===== src/rtl/mem_access_pkg.sv =====
// Shared types for the MEM-stage memory access block: size codes, FSM states,
// the captured request record and the store lane helpers.
package mem_access_pkg;

  localparam int unsigned XLEN            = 32;
  localparam int unsigned DEFAULT_TIMEOUT = 255;

  typedef enum logic [1:0] {
    SZ_BYTE     = 2'b00,
    SZ_HALF     = 2'b01,
    SZ_WORD     = 2'b10,
    SZ_WORD_ALT = 2'b11
  } size_e;

  typedef enum logic [1:0] {
    ST_IDLE = 2'd0,
    ST_BUSY = 2'd1,
    ST_DONE = 2'd2
  } state_e;

  typedef struct packed {
    logic [XLEN-1:0] addr;
    logic [XLEN-1:0] wdata;
    logic [3:0]      be;
    logic [1:0]      offset;
    logic            we;
    logic            is_load;
    size_e           size;
    logic            unsigned_ld;
  } req_t;

  function automatic logic misaligned(size_e sz, logic [1:0] ofs);
    logic bad;
    case (sz)
      SZ_BYTE: bad = 1'b0;
      SZ_HALF: bad = ofs[0];
      default: bad = (ofs != 2'b00);
    endcase
    return bad;
  endfunction

  function automatic logic [3:0] lane_be(size_e sz, logic [1:0] ofs);
    logic [3:0] be;
    case (sz)
      SZ_BYTE: be = 4'b0001 << ofs;
      SZ_HALF: be = ofs[1] ? 4'b1100 : 4'b0011;
      default: be = 4'b1111;
    endcase
    return be;
  endfunction

  function automatic logic [XLEN-1:0] lane_data(size_e sz, logic [XLEN-1:0] d);
    logic [XLEN-1:0] r;
    case (sz)
      SZ_BYTE: r = {4{d[7:0]}};
      SZ_HALF: r = {2{d[15:0]}};
      default: r = d;
    endcase
    return r;
  endfunction

endpackage


===== src/rtl/mem_access_if.sv =====
// Data-memory request/response bus between the MEM stage and the memory.
interface mem_access_if;
  import mem_access_pkg::*;

  logic            mem_req;
  logic            mem_we;
  logic [XLEN-1:0] mem_addr;
  logic [XLEN-1:0] mem_wdata;
  logic [3:0]      mem_be;
  logic [XLEN-1:0] mem_rdata;
  logic            mem_ack;

  modport master (
    output mem_req, mem_we, mem_addr, mem_wdata, mem_be,
    input  mem_rdata, mem_ack
  );

  modport slave (
    input  mem_req, mem_we, mem_addr, mem_wdata, mem_be,
    output mem_rdata, mem_ack
  );
endinterface


===== src/rtl/mem_access_load_align.sv =====
// Load formatter: picks the byte/half lane out of a read word and extends it.
module mem_access_load_align
  import mem_access_pkg::*;
(
  input  logic [XLEN-1:0] rdata,
  input  logic [1:0]      offset,
  input  size_e           size,
  input  logic            unsigned_ld,
  output logic [XLEN-1:0] result_c
);

  logic [7:0]  byte_lane;
  logic [15:0] half_lane;

  always_comb begin
    case (offset)
      2'd0:    byte_lane = rdata[7:0];
      2'd1:    byte_lane = rdata[15:8];
      2'd2:    byte_lane = rdata[23:16];
      default: byte_lane = rdata[31:24];
    endcase
    half_lane = offset[1] ? rdata[31:16] : rdata[15:0];

    case (size)
      SZ_BYTE: result_c = {{24{~unsigned_ld & byte_lane[7]}}, byte_lane};
      SZ_HALF: result_c = {{16{~unsigned_ld & half_lane[15]}}, half_lane};
      default: result_c = rdata;
    endcase
  end

endmodule


===== src/rtl/mem_access.sv =====
// MEM stage: passes ALU results through and runs one stalled, bounded memory
// transaction (IDLE -> BUSY -> DONE) per load or store.
module mem_access
  import mem_access_pkg::*;
#(
  parameter int unsigned TIMEOUT = DEFAULT_TIMEOUT
) (
  input  logic             clk,
  input  logic             rst,
  input  logic [XLEN-1:0]  aluresult,
  input  logic [XLEN-1:0]  writedata,
  input  logic [4:0]       rd,
  input  logic             Regwrite,
  input  logic             MemtoReg,
  input  logic             MemRead,
  input  logic             MemWrite,
  input  logic [1:0]       size,
  input  logic             unsigned_ld,
  mem_access_if.master     bus,
  output logic [XLEN-1:0]  aluresultout,
  output logic [XLEN-1:0]  memreadresultout,
  output logic [4:0]       rdout,
  output logic             Regwriteout,
  output logic             MemtoRegout,
  output logic             stall,
  output logic             misalign,
  output logic             bus_error
);

  localparam int unsigned CNT_W = $clog2(TIMEOUT + 1);

  state_e          state;
  state_e          state_nxt;
  req_t            req_q;
  req_t            req_d;
  logic [CNT_W-1:0] cnt;
  logic [CNT_W-1:0] cnt_inc;
  logic [XLEN-1:0] result_q;
  logic            aborted_q;
  logic [XLEN-1:0] load_val;
  size_e           size_in;
  logic            mem_op;
  logic            mis;
  logic            timeout_hit;

  assign size_in     = size_e'(size);
  assign mem_op      = MemRead | MemWrite;
  assign mis         = misaligned(size_in, aluresult[1:0]);
  assign cnt_inc     = cnt + CNT_W'(1);
  assign timeout_hit = (cnt_inc == CNT_W'(TIMEOUT));

  // Request snapshot; a simultaneous read+write is handled as a store.
  always_comb begin
    req_d             = '0;
    req_d.addr        = {aluresult[XLEN-1:2], 2'b00};
    req_d.wdata       = lane_data(size_in, writedata);
    req_d.be          = lane_be(size_in, aluresult[1:0]);
    req_d.offset      = aluresult[1:0];
    req_d.we          = MemWrite;
    req_d.is_load     = MemRead & ~MemWrite;
    req_d.size        = size_in;
    req_d.unsigned_ld = unsigned_ld;
  end

  mem_access_load_align u_load_align (
    .rdata       (bus.mem_rdata),
    .offset      (req_q.offset),
    .size        (req_q.size),
    .unsigned_ld (req_q.unsigned_ld),
    .result_c    (load_val)
  );

  always_ff @(posedge clk or posedge rst) begin
    if (rst) state <= ST_IDLE;
    else     state <= state_nxt;
  end

  always_comb begin
    state_nxt = state;
    case (state)
      ST_IDLE: if (mem_op && !mis) state_nxt = ST_BUSY;
      ST_BUSY: if (bus.mem_ack || timeout_hit) state_nxt = ST_DONE;
      default: state_nxt = ST_IDLE;
    endcase
  end

  // Captured request, timeout counter and the result handed to DONE.
  always_ff @(posedge clk or posedge rst) begin
    if (rst) begin
      req_q     <= '0;
      cnt       <= '0;
      result_q  <= '0;
      aborted_q <= 1'b0;
    end else begin
      case (state)
        ST_IDLE: begin
          cnt <= '0;
          if (mem_op && !mis) begin
            req_q     <= req_d;
            result_q  <= '0;
            aborted_q <= 1'b0;
          end
        end
        ST_BUSY: begin
          cnt <= cnt_inc;
          if (bus.mem_ack) begin
            result_q <= req_q.is_load ? load_val : '0;
          end else if (timeout_hit) begin
            result_q  <= '0;
            aborted_q <= 1'b1;
          end
        end
        default: cnt <= '0;
      endcase
    end
  end

  always_comb begin
    aluresultout     = aluresult;
    rdout            = rd;
    MemtoRegout      = MemtoReg;
    Regwriteout      = Regwrite;
    memreadresultout = '0;
    stall            = 1'b0;
    misalign         = 1'b0;
    bus_error        = 1'b0;
    bus.mem_req      = 1'b0;
    bus.mem_we       = 1'b0;
    bus.mem_addr     = req_q.addr;
    bus.mem_wdata    = req_q.wdata;
    bus.mem_be       = req_q.be;
    case (state)
      ST_IDLE: begin
        if (mem_op) begin
          Regwriteout = 1'b0;
          misalign    = mis;
          stall       = ~mis;
        end
      end
      ST_BUSY: begin
        stall       = 1'b1;
        Regwriteout = 1'b0;
        bus.mem_req = 1'b1;
        bus.mem_we  = req_q.we;
        bus_error   = ~bus.mem_ack & timeout_hit;
      end
      default: begin
        memreadresultout = result_q;
        Regwriteout      = Regwrite & ~aborted_q;
      end
    endcase
  end

endmodule


===== src/flat_wrapper.sv =====
// flat-port wrapper written by rule: the top's interface ports become plain ports
module mem_access_flat import mem_access_pkg::*;
#(
  parameter int unsigned TIMEOUT = DEFAULT_TIMEOUT
)
  (clk, rst, aluresult, writedata, rd, Regwrite, MemtoReg, MemRead, MemWrite, size, unsigned_ld, aluresultout, memreadresultout, rdout, Regwriteout, MemtoRegout, stall, misalign, bus_error, bus_mem_req, bus_mem_we, bus_mem_addr, bus_mem_wdata, bus_mem_be, bus_mem_rdata, bus_mem_ack);
  mem_access_if bus_i ();
  input  logic clk;
  input  logic rst;
  input  logic [XLEN-1:0] aluresult;
  input  logic [XLEN-1:0] writedata;
  input  logic [4:0] rd;
  input  logic Regwrite;
  input  logic MemtoReg;
  input  logic MemRead;
  input  logic MemWrite;
  input  logic [1:0] size;
  input  logic unsigned_ld;
  output logic [XLEN-1:0] aluresultout;
  output logic [XLEN-1:0] memreadresultout;
  output logic [4:0] rdout;
  output logic Regwriteout;
  output logic MemtoRegout;
  output logic stall;
  output logic misalign;
  output logic bus_error;
  output wire logic [$bits(bus_i.mem_req)-1:0] bus_mem_req;
  output wire logic [$bits(bus_i.mem_we)-1:0] bus_mem_we;
  output wire logic [$bits(bus_i.mem_addr)-1:0] bus_mem_addr;
  output wire logic [$bits(bus_i.mem_wdata)-1:0] bus_mem_wdata;
  output wire logic [$bits(bus_i.mem_be)-1:0] bus_mem_be;
  input wire logic [$bits(bus_i.mem_rdata)-1:0] bus_mem_rdata;
  input wire logic [$bits(bus_i.mem_ack)-1:0] bus_mem_ack;
  assign bus_mem_req = bus_i.mem_req;
  assign bus_mem_we = bus_i.mem_we;
  assign bus_mem_addr = bus_i.mem_addr;
  assign bus_mem_wdata = bus_i.mem_wdata;
  assign bus_mem_be = bus_i.mem_be;
  assign bus_i.mem_rdata = bus_mem_rdata;
  assign bus_i.mem_ack = bus_mem_ack;
  mem_access #(.TIMEOUT(TIMEOUT)) u_core (.clk(clk), .rst(rst), .aluresult(aluresult), .writedata(writedata), .rd(rd), .Regwrite(Regwrite), .MemtoReg(MemtoReg), .MemRead(MemRead), .MemWrite(MemWrite), .size(size), .unsigned_ld(unsigned_ld), .bus(bus_i), .aluresultout(aluresultout), .memreadresultout(memreadresultout), .rdout(rdout), .Regwriteout(Regwriteout), .MemtoRegout(MemtoRegout), .stall(stall), .misalign(misalign), .bus_error(bus_error));
endmodule

===== config.mk =====
export PLATFORM = sky130hd
export DESIGN_NAME = mem_access_flat
export DESIGN_NICKNAME = d
export VERILOG_FILES = /design/src/rtl/mem_access_pkg.sv /design/src/rtl/mem_access_if.sv /design/src/rtl/mem_access_load_align.sv /design/src/rtl/mem_access.sv /design/src/flat_wrapper.sv
export SDC_FILE = /design/constraint.sdc
export NUM_CORES = 1
export LEC_CHECK = 0
export CAP_MARGIN = 20
export CORE_ASPECT_RATIO = 0.7
export CORE_UTILIZATION = 58
export DETAILED_ROUTE_END_ITERATION = 8
export DONT_BUFFER_PORTS = 1
export PLACE_DENSITY = 0.77
export SETUP_SLACK_MARGIN = 0.1
export SYNTH_ARGS = -nofsm -noshare
export SYNTH_HDL_FRONTEND = slang
export SYNTH_SLANG_ARGS = --single-unit
export TNS_END_PERCENT = 5

===== constraint.sdc =====
create_clock -name clk -period 3 [get_ports clk]
set_clock_uncertainty 0.1 [all_clocks]
set_input_delay 0 -clock clk [delete_from_list [all_inputs] [get_ports clk]]
set_output_delay 0 -clock clk [all_outputs]
set_load 0.02 [all_outputs]

Yosys cells after proc, flatten, opt, wreduce, memory -nomap -nowiden
Cells that the tools add are included.

storage, ports and cells
  flip-flop bits (word level) = 116
  latch bits = 0
  RAM bits = 0
  memory bits (read-only) = 0
  bits of input ports = 111
  output and inout port bits = 144
  logic and storage cells = 80
  memories = 0

cells by class
  $add $sub $neg = 1
  multiply operators = 0
  divide/modulo/power cells = 0
  order comparisons = 0
  eq/ne operators = 11
  shift-type cells = 1
  mux-type cells = 30
  bitwise logic cells = 11
  reductions and logical operators = 14

operator list
  operator             count
  $pmux 32 s2          3
  $mux 32              5
  $pmux 8 s3           1
  $mux 16              1
  $mux 1               10
  $add 8x1->8 const B  1
  $eq 2x1->1 const B   4
  $eq 8x8->1 const B   1
  $logic_not 2->1      4
  $mux 8               1
  $pmux 1 s2           4
  $pmux 4 s2           1
  $ne 2x1->1 const B   3
  $and 1x1->1          5
  $not 1->1            5
  $mux 2               2
  $mux 4               1
  $pmux 2 s2           1
  $reduce_and 2->1     2
  $reduce_and 4->1     1
  $reduce_bool 2->1    2
  $shl 1x2->4 const A  1
  $ne 3x2->1 const B   1
  $reduce_and 3->1     1
  other kinds (7)      7

Longest topological paths before layout
Gate-level depths: netlist of the first run.

  depth after elaboration = 7
  gate-level depth with buffers = 8
  mapped depth without buffers = 6

Cells and area by module
A second synthesis of the first run with hierarchy kept.

second synthesis, totals
  cell total of the unflattened synthesis = 802
  area, all modules = 6,970.4 µm²

by module, submodules not included
  module                 times used  cells an instance  area each (µm²)
  mem_access             1           687                6,124.6
  mem_access_load_align  1           115                845.8

Worst setup path before layout of the first run
Ideal clock, no wire load.

  kind = reg2reg
  from = register u_core.cnt[0]
  to = register u_core.aborted_q
  data arrival time = 1.958 ns
  required time = 2.832 ns
  slack = 0.874 ns
  cell stages (with the launch flop) = 7
  clock period less this slack = 2.126 ns
  cells stage by stage = dfrtp_1 > ha_1 > xnor2_1 > nor2_1 > nand3_1 > nor4_1 > a21o_1

on the way
  word-level cells in the longest chain between the ends = 4

RTL lines
  what                        RTL line           text
  from (decl)                 mem_access.sv:36   logic [CNT_W-1:0] cnt;
  from (signal assigned)      mem_access.sv:105  cnt <= cnt_inc;
  $add 8x1->8                 mem_access.sv:49   assign cnt_inc = cnt + CNT_W'(1);
  $eq 8x8->1                  mem_access.sv:50   assign timeout_hit = (cnt_inc == CNT_W'(TIMEOUT));
  $ne 2x1->1 (no line)        n/a
  $reduce_and 4->1 (no line)  n/a
  to (signal assigned)        mem_access.sv:93   aborted_q <= 1'b0;
  to (signal assigned)        mem_access.sv:101  aborted_q <= 1'b0;
  to (signal assigned)        mem_access.sv:110  aborted_q <= 1'b1;
  to (decl)                   mem_access.sv:39   logic aborted_q;

Every way passes these cells.
A chain may end at the register's enable or synchronous reset.

Worst setup path after layout of the first run
  from = input port size[0]
  to = register u_core.req_q (netlist bit u_core.bus.mem_be[1])

on the way
  word-level cells in the longest chain between the ends = 5
  elaborated cells between the ends (all ways) = 7
  classes of those cells = eq/ne (1); mux (2); reduce/logical (4)

RTL lines
  what                                           RTL line                                    text
  from (decl)                                    flat_wrapper.sv:17                          input logic [1:0] size;
  $eq 2x1->1 or $logic_not 2->1 (tied branches)  mem_access_pkg.sv:34, mem_access_pkg.sv:44
  $pmux 1 s2                                     mem_access_pkg.sv:34                        case (sz)
  $logic_not 1->1                                mem_access.sv:98                            if (mem_op && !mis) begin
  $logic_and 1x1->1                              mem_access.sv:98
  $reduce_and 2->1 (no line)                     n/a
  to (signal assigned)                           mem_access.sv:99                            req_q <= req_d;
  to (decl)                                      mem_access.sv:34                            req_t req_q;

Several ways; a longest one is shown, not always the timed one.

==> summary.md, run 1 <==
| Metric | Value |
|---|---|
| Outcome | finished, final reports clean |
| Simple-Gate Fraction of Synth Area | 0.198 |
| Global route overflow | 0 |
| Setup crit start kind | input pin |
| RR Endpoint | u_core.bus.mem_be[1]$_DFFE_PP0P_ |
| Vias | 5,133 |
| Avg Vias per Cell | 5.83 |
| Layout area overhead | 16.8% |
| Post-CTS Resized | 0 |
| Synth top area share | 0.443 |
| P per Cell Area | 955 mW/mm2 |
| Kind of critical path | input pin to flop |
| Pin count of the biggest net entering global routing | 90 |
| Die W | 129 um |
| RSZ-0062 raised after global routing | no |
| Setup TNS | 0 ns |
| Top Usage Layer GRT | met2 |
| Final hold vios | 0 |
| Number of synthesized register bits | 116 |
| CTS root buf | clkbuf_16 |
| Slew @ Worst Pin | 0.923 ns |
| Register Area | 0.00290 mm2 |
| Largest cells by area after synthesis | dfrtp_1, buf_4, nand2_1 |
| Syn Area/Cell | 9.15 um2 |
| IO Port Bufs | 0 |
| Multi-input gate area | 0.00264 mm2 |
| Hold depth | 1 |
| Crit-path leading delay family | buffers and inverters |
| Final setup fails | 0 |
| Slowest stage delay, CP | 1.14 ns |
| Worst path required time | 3.17 ns |
| Row Count | 32 |
| Met1 Use GR | 0.382 |
| Most frequent CP cell | dlygate4sd3_1 |
| R2r setup slk | 0.40 ns |
| GR Util met2 | 0.493 |
| First-pass GRT wire length | 27,000 um |
| GP Congestion | 0.909 |
| Highest ir drop seen on vdd | 0.000563 V |
| Total track usage | 0.303 |
| Hold crit path type | input pin to output pin |
| Max Buffers Root-to-Sink | 2 |
| Critical-path cell list | dlygate4sd3_1 -> nor2_8 -> or2_2 -> and2_2 -> nor2_1 -> a31oi_1 -> dlygate4sd3_1 |
| Fin crit period | 2.73 ns |
| Synth Area in Adders | 0.00382 |
| DRC | 0 |
| Synth warn | 0 |
| Crit. End Element | flop |
| Clock transition at path regs | 0.05 ns |
| Reg2reg start | u_core.state[1]$_DFFE_PP0P_ |
| # fillers | 788 |
| Crit path buf inv count | 2 |
| DP Area | 0.00587 mm2 |
| Largest family of logic cells by synthesized area | simple AND/OR/NAND/NOR gates |
| Initial antenna violation count | 0 |
| Clock latency on the worst-skew pair | 0.39 ns |
| Starting density of the core | 0.596 |
| Top-Level Pins | 255 |
| Final Cycle Share | 0.910 |
| CP max FO | 32 |
| Post-Synthesis Cells | 717 |
| Max-slew headroom | 0.383 |
| Critical Path Slowest Stage Cell | dlygate4sd3_1 |
| Largest area contributor in the netlist | dfrtp_1 |
| Crit path DAT | 2.90 ns |
| Htree depth | 4 |
| Synth unique cells | 45 |
| Diodes inserted | 0 |
| Proportion of layout cells with a drive suffix above 1 | 0.0797 |
| Reg2Reg Depth | 5 |
| Top FF cell, synth | dfrtp_1 |
| Post-route ant nets | 0 |
| Clk sinks | 116 |
| Post-Syn Area | 0.00656 mm2 |
| CTS tree | yes |
| CTS buffer count | 17 |
| Sequential-to-total area share from yosys stat | 0.443 |
| Compound-Gate Fraction of Synth Area | 0.115 |
| Vert. Die Dim | 91.0 um |
| P_leak | 3.54 nW |
| Detail Placement HPWL | 10,400 um |
| WL per Instance | 19.7 um |
| Fraction of synthesis flops using an asynchronous set or reset pin | 1.00 |
| Design area | 0.00766 mm2 |
| Slew Viols, Final | 0 |
| Met3 Track Usage GR | 0.0872 |
| Setup Fix Bufs, Post-CTS | 0 |
| Detailed Route Iter0 Violations | 399 |
| Xor/xnor share of the synthesized area | 0.00801 |
| Post-synth EDFFs | 0 |
| Final wirelength | 17,300 um |
| Worst hold start | Regwrite |
| Die area | 0.0117 mm2 |
| Max cap viols | 0 |
| Mux cell area share after synthesis | 0.0750 |
| 1st-pass router iterations | 5 |
| Number of nets in the layout | 830 |
| Vias in the first global route | 5,194 |
| Max Freq | 0.366 GHz |
| WHS Endpoint | Regwriteout |
| Core Region | 0.0110 mm2 |
registers in the layout, summed over array words and instances, names as in the netlist:
signal                cells
u_core.cnt                8
u_core.state              2
u_core.bus.mem_wdata     32
u_core.req_q              7
u_core.bus.mem_be         4
u_core.result_q          32
u_core.aborted_q          1
u_core.bus.mem_addr      30
kinds of logic after synthesis:
group | count (synthesis)
multiplexers | 39
AO/OA/AOI/OAI | 109
XOR/XNOR | 6
AND/OR/NAND/NOR | 286
adder cells (fa/ha/maj) | 2
flip-flops | 116
buffers and inverters | 158
other | 1
metrics by stage:
stage                     std cells  power (mW)  hold slack, ns  worst slack, ns  utilization
after floorplan                 718        5.24         0.00544            0.874            -
after global placement          732        4.93          -0.153            0.452        0.533
after detailed placement        732        5.03          -0.123            0.325        0.533
after CTS                       880        7.22          0.0537            0.177        0.693
after global routing            881        7.73          0.0635            0.150        0.696
final                           881        7.32          0.0607            0.271        0.696
per-layer routing:
metal,up-vias,wire length (um)
met5,-,0
met4,0,520
met3,48,1620
met2,316,8350
met1,2473,6830
li1,2296,-
cell usage after synthesis (all sizes together) (2+ instances only):
cell	number
nand2	173
buf	122
dfrtp	116
and2	36
o21ai	32
mux2i	30
clkbuf	27
nor2	24
nand2b	21
a21oi	16
a22o	16
nor3	11
o211ai	9
and3	8
inv	8
mux4	8
o22ai	8
o2bb2ai	8
a221o	7
nand3	5
xnor2	4
a31oi	3
o21a	3
a21o	2
a221oi	2
ha	2
nand4	2
nor2b	2
nor4	2
xor2	2
layout by cell type, fill, tap and decap left out, types with 3 or more instances in the layout:
master and instances:
o2bb2ai_1 8, and3_1 8, clkbuf_8 3, nor2_1 23, clkinv_2 3, mux2i_1 30, inv_1 6, nor3_1 10
nand3_1 5, clkinvlp_4 5, a22o_1 16, nand2b_1 21, dfrtp_1 116, mux4_2 8, buf_12 3, a31oi_1 3
o211ai_1 9, o22ai_1 8, xnor2_1 4, clkbuf_16 17, a21oi_1 16, nand2_1 172, buf_4 8, dlygate4sd3_1 117
o21a_1 3, a221o_1 7, and2_1 35, o21ai_0 32
how the worst max path moves through the flow:
stage,from,endpoint,cells past startpoint
after floorplan,u_core.cnt[0]$_DFF_PP0_,u_core.aborted_q$_DFFE_PP0P_,6
after global placement,u_core.cnt[0]$_DFF_PP0_,u_core.result_q[4]$_DFFE_PP0P_,7
after detailed placement,u_core.cnt[0]$_DFF_PP0_,u_core.result_q[5]$_DFFE_PP0P_,7
after CTS,size[0],u_core.result_q[5]$_DFFE_PP0P_,7
after global routing,size[0],u_core.bus.mem_be[1]$_DFFE_PP0P_,7
final,size[0],u_core.bus.mem_be[1]$_DFFE_PP0P_,7
layout make-up:
class / count / share of cell area
clock inverter: 9 / 0.0137
clock buffer: 21 / 0.0614
sequential: 116 / 0.379
multi-input combinational: 444 / 0.344
tap: 153 / 0.0250
inverter: 9 / 0.00490
timing repair buffer: 129 / 0.172
report_power, final:
group | internal, mW | switching, mW | total (mW)
Clock | 1.27 | 0.673 | 1.95
Sequential | 2.16 | 1.04 | 3.19
Combinational | 0.876 | 1.30 | 2.18
repair_timing:
item | CTS | global route
hold buffers | 118 | 0
endpoints found under the hold margin | 185 | 0
endpoints found under the setup margin | 0 | 0
Power figures use the tool's default switching activity.
==> inputs of run 2 (changes only) <==
ABC_AREA = 1   (was not set)
CORE_MARGIN = 5   (was not set)
==> run 2 against run 1 <==
Effect of this change: global-route usage decreased by 2.2 points; register-to-register slack about the same; sequential power decreased by 2%; power increased by 1.1%; flip-flop and latch count unchanged; core utilization increased by 2.1 points; synthesized cell count increased by 25%; hold slack improved by 0.083 ns; sequential share of layout area decreased by 1.6 points; synthesized area increased by 2.7%; design area increased by 4.5%; critical path type unchanged; largest cell class unchanged; largest power group unchanged.
==> summary.md, run 2 <==
| Metric | Value |
|---|---|
| Max cap viols | 0 (unchanged) |
| Final hold vios | 0 (unchanged) |
| Clock transition at path regs | 0.06 ns (was 0.05 ns) |
| Clk sinks | 116 (unchanged) |
| Top FF cell, synth | dfrtp_1 (unchanged) |
| Critical-path cell list | dlymetal6s4s_1 -> inv_2 -> o21ai_1 -> o21ai_1 -> nand2_2 -> clkinv_2 -> buf_4 -> nor2_1 -> a21oi_1 -> dlygate4sd3_1 (was dlygate4sd3_1 -> nor2_8 -> or2_2 -> and2_2 -> nor2_1 -> a31oi_1 -> dlygate4sd3_1) |
| DRC | 0 (unchanged) |
| Vias | 5,968 (was 5,133) |
| Slew Viols, Final | 0 (unchanged) |
| Kind of critical path | input pin to flop (unchanged) |
| Core Region | 0.0112 mm2 (was 0.0110 mm2) |
| Slew @ Worst Pin | 0.793 ns (was 0.923 ns) |
| Setup crit start kind | input pin (unchanged) |
| Clock latency on the worst-skew pair | 0.41 ns (was 0.39 ns) |
| Final Cycle Share | 0.900 (was 0.910) |
| P_leak | 4.11 nW (was 3.54 nW) |
| Top cells by count, synth | nand2_1, dfrtp_1, buf_4 (unchanged) |
| Slowest stage delay, CP | 0.62 ns (was 1.14 ns) |
| Reg2Reg Depth | 8 (was 5) |
| Setup TNS | 0 ns (unchanged) |
| Most frequent cells in the layout | nand2_1, dlygate4sd3_1, dfrtp_1, inv_1, nand3_1 (was nand2_1, dlygate4sd3_1, dfrtp_1, and2_1, o21ai_0) |
| Layout area overhead | 18.9% (was 16.8%) |
| Highest ir drop seen on vdd | 0.000593 V (was 0.000563 V) |
| CP max FO | 36 (was 32) |
| Global route overflow | 0 (unchanged) |
| Crit-path leading delay family | buffers and inverters (unchanged) |
| Avg Vias per Cell | 5.53 (was 5.83) |
| Largest area contributor in the netlist | dfrtp_1 (unchanged) |
| Final setup fails | 0 (unchanged) |
| Pin count of the biggest net entering global routing | 117 (was 90) |
| Most common cell after layout, fill and taps aside | nand2_1 (unchanged) |
| Final wirelength | 19,800 um (was 17,300 um) |
| IO Port Bufs | 0 (unchanged) |
| Total track usage | 0.281 (was 0.303) |
| Post-route ant nets | 0 (unchanged) |
| Fraction of synthesis flops using an asynchronous set or reset pin | 1.00 (unchanged) |
| First-pass GRT wire length | 31,000 um (was 27,000 um) |
| Crit path buf inv count | 5 (was 2) |
| Initial antenna violation count | 2 (was 0) |
| Vert. Die Dim | 100 um (was 91.0 um) |
| Max Freq | 0.370 GHz (was 0.366 GHz) |
| Fin crit period | 2.70 ns (was 2.73 ns) |
| Final total power | 7.40 mW (was 7.32 mW) |
| Die area | 0.0139 mm2 (was 0.0117 mm2) |
| Syn Area/Cell | 7.54 um2 (was 9.15 um2) |
| Row Count | 32 (unchanged) |
| Hold crit path type | input pin to asynchronous set/reset pin (was input pin to output pin) |
| Post-Syn Area | 0.00673 mm2 (was 0.00656 mm2) |
| Synth top area share | 0.431 (was 0.443) |
| Htree depth | 4 (unchanged) |
| Sequential-to-total area share from yosys stat | 0.431 (was 0.443) |
| Crit path DAT | 2.90 ns (about the same) |
| RSZ-0062 raised after global routing | no (unchanged) |
| CTS root buf | clkbuf_16 (unchanged) |
| Crit. End Element | flop (unchanged) |
| Synth warn | 0 (unchanged) |
| # fillers | 794 (was 788) |
| Post-synth EDFFs | 0 (unchanged) |
| Detailed Route Iter0 Violations | 522 (was 399) |
| Number of nets in the layout | 1,023 (was 830) |
| Proportion of layout cells with a drive suffix above 1 | 0.0997 (was 0.0797) |
| Top-Level Pins | 255 (unchanged) |
| Outcome | finished, final reports clean (unchanged) |
| Synth unique cells | 35 (was 45) |
| WL per Instance | 18.3 um (was 19.7 um) |
| Largest cells by area after synthesis | dfrtp_1, nand2_1, buf_4 (was dfrtp_1, buf_4, nand2_1) |
| Count leader, synth | nand2_1 (unchanged) |
| Die W | 139 um (was 129 um) |
| CTS buffer count | 17 (unchanged) |
| Critical Path Slowest Stage Cell | dlymetal6s4s_1 (was dlygate4sd3_1) |
| Post-Synthesis Cells | 893 (was 717) |
| Vias in the first global route | 5,963 (was 5,194) |
| Number of synthesized register bits | 116 (unchanged) |
| Most frequent CP cell | o21ai_1 (was dlygate4sd3_1) |
| Starting density of the core | 0.603 (was 0.596) |
| P per Cell Area | 924 mW/mm2 (was 955 mW/mm2) |
| Detail Placement HPWL | 11,600 um (was 10,400 um) |
| GP Congestion | 0.899 (was 0.909) |
| 1st-pass router iterations | 5 (unchanged) |
| Max Buffers Root-to-Sink | 2 (unchanged) |
| CTS tree | yes (unchanged) |
| Max-slew headroom | 0.467 (was 0.383) |
| WP depth | 10 (was 7) |
| Worst path required time | 3.20 ns (was 3.17 ns) |
run 2: changes by cell type in the layout (fill, tap and decap cells not counted), sizes merged, moves of 18 or more:
| cell | change |
|---|---|
| nand2 | +172 |
| dlygate4sd3 | +18 |
| and2 | -36 |
| nand3 | +47 |
| inv | +60 |
| nand2b | -21 |
| a21oi | +28 |
| mux2i | -30 |
run 2: tightest hold or removal path: stages:
cell and delay (ns):
dlygate4sd3_1 0.58, clkinvlp_4 0.10, buf_12 0.44
run 2: area by class of cell:
cell class,instances,area (um2),area share
diodes,4,10.0,0.00125
clock buffers,23,468,0.0585
clock inverters,9,175,0.0219
inverters,69,264,0.0330
multi-input cells,563,2560,0.320
flip-flops and latches,116,2900,0.363
well taps,153,191,0.0239
repair buffers,143,1430,0.179
run 2: what timing repair did:
| action | CTS | global route |
|---|---|---|
| buffers inserted | 0 | 0 |
| gates resized for setup | 0 | 3 |
| setup endpoints to repair | 0 | 43 |
| endpoints found under the hold margin | 262 | 0 |
| hold buffers | 136 | 0 |
run 2: kinds of logic after synthesis:
logic type,after synthesis,share of synthesized area
AOI/OAI and AO/OA,100,0.0812
adders and majority gates,2,0.00372
other,1,0.000557
DFF,116,0.431
and+or+nand+nor,456,0.290
xor gates and xnor gates,3,0.00390
buffers and inverters,215,0.190
run 2: metal layers:
| layer | vias up | GRT usage | share of wire | wire length [um] |
|---|---|---|---|---|
| met2 | 394 | 0.474 | 0.49 | 9660 |
| met1 | 2797 | 0.330 | 0.37 | 7350 |
| met4 | 0 | 0.113 | 0.028 | 560 |
| met3 | 59 | 0.104 | 0.11 | 2240 |
| li1 | 2718 | - | - | - |
| met5 | - | 0 | 0 | 0 |
run 2: power by group:
part	total, mW	leakage (nW)	switching [mW]	internal (mW)
clock	2.22	0.307	0.710	1.51
combinational	2.04	2.33	1.27	0.768
sequential	3.13	1.47	1.02	2.11
run 2: final timing paths:
kind,from,slack (ns),end
setup / recovery,size[1],0.30,u_core.bus.mem_wdata[16]$_DFFE_PP0P_
max in group asynchronous,rst,2.17,u_core.bus.mem_addr[25]$_DFFE_PP0P_
hold / removal,rst,0.14,u_core.result_q[13]$_DFFE_PP0P_
min in group clk,unsigned_ld,0.15,u_core.req_q[0]$_DFFE_PP0P_
hold reg to reg,u_core.result_q[27]$_DFFE_PP0P_,0.38,u_core.result_q[27]$_DFFE_PP0P_
setup reg to reg,u_core.req_q[6]$_DFFE_PP0P_,0.39,u_core.result_q[10]$_DFFE_PP0P_
run 2: metrics by stage:
stage	util	area (um2)	hold WS [ns]	setup WS (ns)	instances
3_3_place_gp	0.536	5980	-0.0999	0.807	908
4_1_cts	0.715	7990	0.123	0.100	1076
5_1_grt	0.716	8000	0.166	0.147	1078
6_report	0.717	8010	0.144	0.299	1080
3_5_place_dp	0.536	5980	-0.0999	0.690	908
2_1_floorplan	-	6740	0.00962	1.29	894
==> inputs of run 3 (changes only) <==
--- a/config.mk
+++ b/config.mk
@@ -7,3 +7,3 @@
 export LEC_CHECK = 0
-export ABC_AREA = 1
+export ABC_AREA = 0
 export CAP_MARGIN = 20
--- a/constraint.sdc
+++ b/constraint.sdc
@@ -4,2 +4,2 @@
 set_output_delay 0 -clock clk [all_outputs]
-set_load 0.02 [all_outputs]
+set_load 0.01 [all_outputs]
==> run 3 against run 2 <==
Effect of this change: combinational power grew 5%; maximum frequency is 0.28% higher; sequential power fell by 8.3%; critical path type is now flop to flop; critical endpoint is now u_core.bus.mem_be[1]$_DFFE_PP0P_; largest cell class unchanged.
==> summary.md, run 3 (synthesis results as in run 1) <==
| Metric | Value |
|---|---|
| Layout area overhead | 16.9% (was 18.9%) |
| Final wirelength | 18,400 um (was 19,800 um) |
| P per Cell Area | 901 mW/mm2 (was 924 mW/mm2) |
| Most common cell after layout, fill and taps aside | nand2_1 (unchanged) |
| Outcome | finished, final reports clean (unchanged) |
| First-pass GRT wire length | 28,100 um (was 31,000 um) |
| Design area | 0.00767 mm2 (was 0.00801 mm2) |
| Critical Path Slowest Stage Cell | dlygate4sd3_1 (was dlymetal6s4s_1) |
| RSZ-0062 raised after global routing | no (unchanged) |
| Most frequent cells in the layout | nand2_1, dlygate4sd3_1, dfrtp_1, and2_1, o21ai_0 (was nand2_1, dlygate4sd3_1, dfrtp_1, inv_1, nand3_1) |
| Max-slew headroom | 0.367 (was 0.467) |
| 1st-pass router iterations | 5 (unchanged) |
| Vias | 5,201 (was 5,968) |
| Hold depth | 3 |
| Final Cycle Share | 0.898 (was 0.900) |
| Highest ir drop seen on vdd | 0.000600 V (was 0.000593 V) |
| RR Endpoint | u_core.bus.mem_be[1]$_DFFE_PP0P_ (was u_core.result_q[10]$_DFFE_PP0P_) |
| Starting density of the core | 0.593 (was 0.603) |
| Top-Level Pins | 255 (unchanged) |
| Htree depth | 4 (unchanged) |
| Most frequent CP cell | buf_4 (was o21ai_1) |
| Crit. End Element | flop (unchanged) |
| Total track usage | 0.264 (was 0.281) |
| CP max FO | 42 (was 36) |
| Clock latency on the worst-skew pair | 0.39 ns (was 0.41 ns) |
| Avg Vias per Cell | 5.88 (was 5.53) |
| Diodes inserted | 0 (was 4) |
| Reg2Reg Depth | 7 (was 8) |
| Crit path DAT | 2.92 ns (was 2.90 ns) |
| Post-route ant nets | 0 (unchanged) |
| Die W | 137 um (was 139 um) |
| WHS Endpoint | u_core.result_q[15]$_DFFE_PP0P_ |
| Global route overflow | 0 (unchanged) |
| Slowest stage delay, CP | 0.56 ns (was 0.62 ns) |
| Worst hold start | bus_mem_ack |
| Pin count of the biggest net entering global routing | 117 (unchanged) |
| Setup crit start kind | flop (was input pin) |
| Max cap viols | 0 (unchanged) |
| Final core utilization | 0.694 (was 0.717) |
| Detailed Route Iter0 Violations | 509 (was 522) |
| GP Congestion | 0.883 (was 0.899) |
| Critical-path cell list | buf_4 -> nor3_1 -> and2_2 -> buf_4 -> nor2_1 -> a31oi_1 -> dlygate4sd3_1 (was dlymetal6s4s_1 -> inv_2 -> o21ai_1 -> o21ai_1 -> nand2_2 -> clkinv_2 -> buf_4 -> nor2_1 -> a21oi_1 -> dlygate4sd3_1) |
| Slew @ Worst Pin | 0.950 ns (was 0.793 ns) |
| Crit path buf inv count | 3 (was 5) |
| Proportion of layout cells with a drive suffix above 1 | 0.0833 (was 0.0997) |
| Crit-path leading delay family | buffers and inverters (unchanged) |
| Setup Fix Bufs, Post-CTS | 0 (unchanged) |
| CTS root buf | clkbuf_16 (unchanged) |
| Row Count | 32 (unchanged) |
| Core Region | 0.0111 mm2 (was 0.0112 mm2) |
| IO Port Bufs | 0 (unchanged) |
| Reg2reg start | u_core.state[1]$_DFFE_PP0P_ (was u_core.req_q[6]$_DFFE_PP0P_) |
| WL per Instance | 20.7 um (was 18.3 um) |
| Final hold vios | 0 (unchanged) |
| Vert. Die Dim | 99.0 um (was 100 um) |
| CTS buffer count | 17 (unchanged) |
| Clock transition at path regs | 0.05 ns (was 0.06 ns) |
| Clk sinks | 116 (unchanged) |
| Final setup fails | 0 (unchanged) |
| Vias in the first global route | 5,261 (was 5,963) |
| Initial antenna violation count | 1 (was 2) |
| Slew Viols, Final | 0 (unchanged) |
| Detail Placement HPWL | 10,900 um (was 11,600 um) |
| Max Freq | 0.371 GHz (was 0.370 GHz) |
| Max Buffers Root-to-Sink | 2 (unchanged) |
| R2r setup slk | 0.31 ns (was 0.39 ns) |
| Worst path required time | 3.23 ns (was 3.20 ns) |
| Setup TNS | 0 ns (unchanged) |
| DP Area | 0.00586 mm2 (was 0.00598 mm2) |
| Kind of critical path | flop to flop (was input pin to flop) |
| P_leak | 3.55 nW (was 4.11 nW) |
| Number of nets in the layout | 832 (was 1,023) |
| CTS tree | yes (unchanged) |
| Hold crit path type | input pin to flop (was input pin to asynchronous set/reset pin) |
| DRC | 0 (unchanged) |
| Fin crit period | 2.69 ns (was 2.70 ns) |
| Die area | 0.0136 mm2 (was 0.0139 mm2) |
==> run 3: cell types whose count changed in the layout (fill, tap and decap cells not counted), moves of 22 or more <==
cell,before,now
a21oi_1,44,16
and2_1,0,35
inv_1,62,6
mux2i_1,0,30
nand2_1,321,172
nand2_2,23,1
nand3_1,50,5
==> run 3: layout make-up <==
cell class | count | area [um2]
multi-input cells | 444 | 2640
inverters | 9 | 37.5
flip-flops and latches | 116 | 2900
repair buffers | 131 | 1330
well taps | 153 | 191
fillers | 793 | 3380
clock inverters | 14 | 130
clock buffers | 18 | 439
==> run 3: worst max path at each step <==
stage / from / end / slack, ns / cells past startpoint
6_report: u_core.state[1]$_DFFE_PP0P_ / u_core.bus.mem_be[1]$_DFFE_PP0P_ / 0.31 / 7
5_1_grt: u_core.state[1]$_DFFE_PP0P_ / u_core.bus.mem_be[1]$_DFFE_PP0P_ / 0.12 / 7
4_1_cts: size[0] / u_core.result_q[3]$_DFFE_PP0P_ / 0.17 / 7
3_5_place_dp: u_core.cnt[0]$_DFF_PP0_ / u_core.result_q[3]$_DFFE_PP0P_ / 0.36 / 7
3_3_place_gp: u_core.cnt[0]$_DFF_PP0_ / u_core.result_q[6]$_DFFE_PP0P_ / 0.43 / 7
2_1_floorplan: u_core.cnt[0]$_DFF_PP0_ / u_core.result_q[12]$_DFFE_PP0P_ / 0.88 / 7
==> run 3: metal layers <==
metal  up-vias  track usage  part of all wire
met5         -            0           0.00071
met4         2        0.118             0.032
met3        61       0.0903              0.11
met2       359        0.417              0.48
met1      2478        0.328              0.38
li1       2301            -                 -
==> run 3: metrics by stage <==
| step | power (mW) | cells | hold slack, ns | setup slack, ns |
|---|---|---|---|---|
| 2_1_floorplan | 4.83 | 718 | -0.00823 | 0.879 |
| 3_3_place_gp | 4.58 | 732 | -0.0999 | 0.430 |
| 3_5_place_dp | 4.67 | 732 | -0.0999 | 0.359 |
| 4_1_cts | 6.81 | 884 | 0.0174 | 0.172 |
| 5_1_grt | 7.31 | 885 | 0.0240 | 0.125 |
| 6_report | 6.91 | 885 | 0.0176 | 0.306 |
==> run 3: repair_timing <==
item                                   4_1_cts  5_1_grt
endpoints found under the hold margin      262        0
hold buffers                               120        0
setup endpoints to repair                    0        3
gates resized for setup                      0        1
==> run 3: worst reg2reg max path, stage by stage (launching register included) <==
cell	delay (ns)
dfrtp_1	0.37
buf_4	0.23
nor3_1	0.35
and2_2	0.34
buf_4	0.43
nor2_1	0.11
a31oi_1	0.14
dlygate4sd3_1	0.56
==> run 3: power by group <==
part	switching, mW	internal [mW]
combinational	1.27	0.876
clock	0.731	1.17
sequential	0.708	2.16
total	2.71	4.20
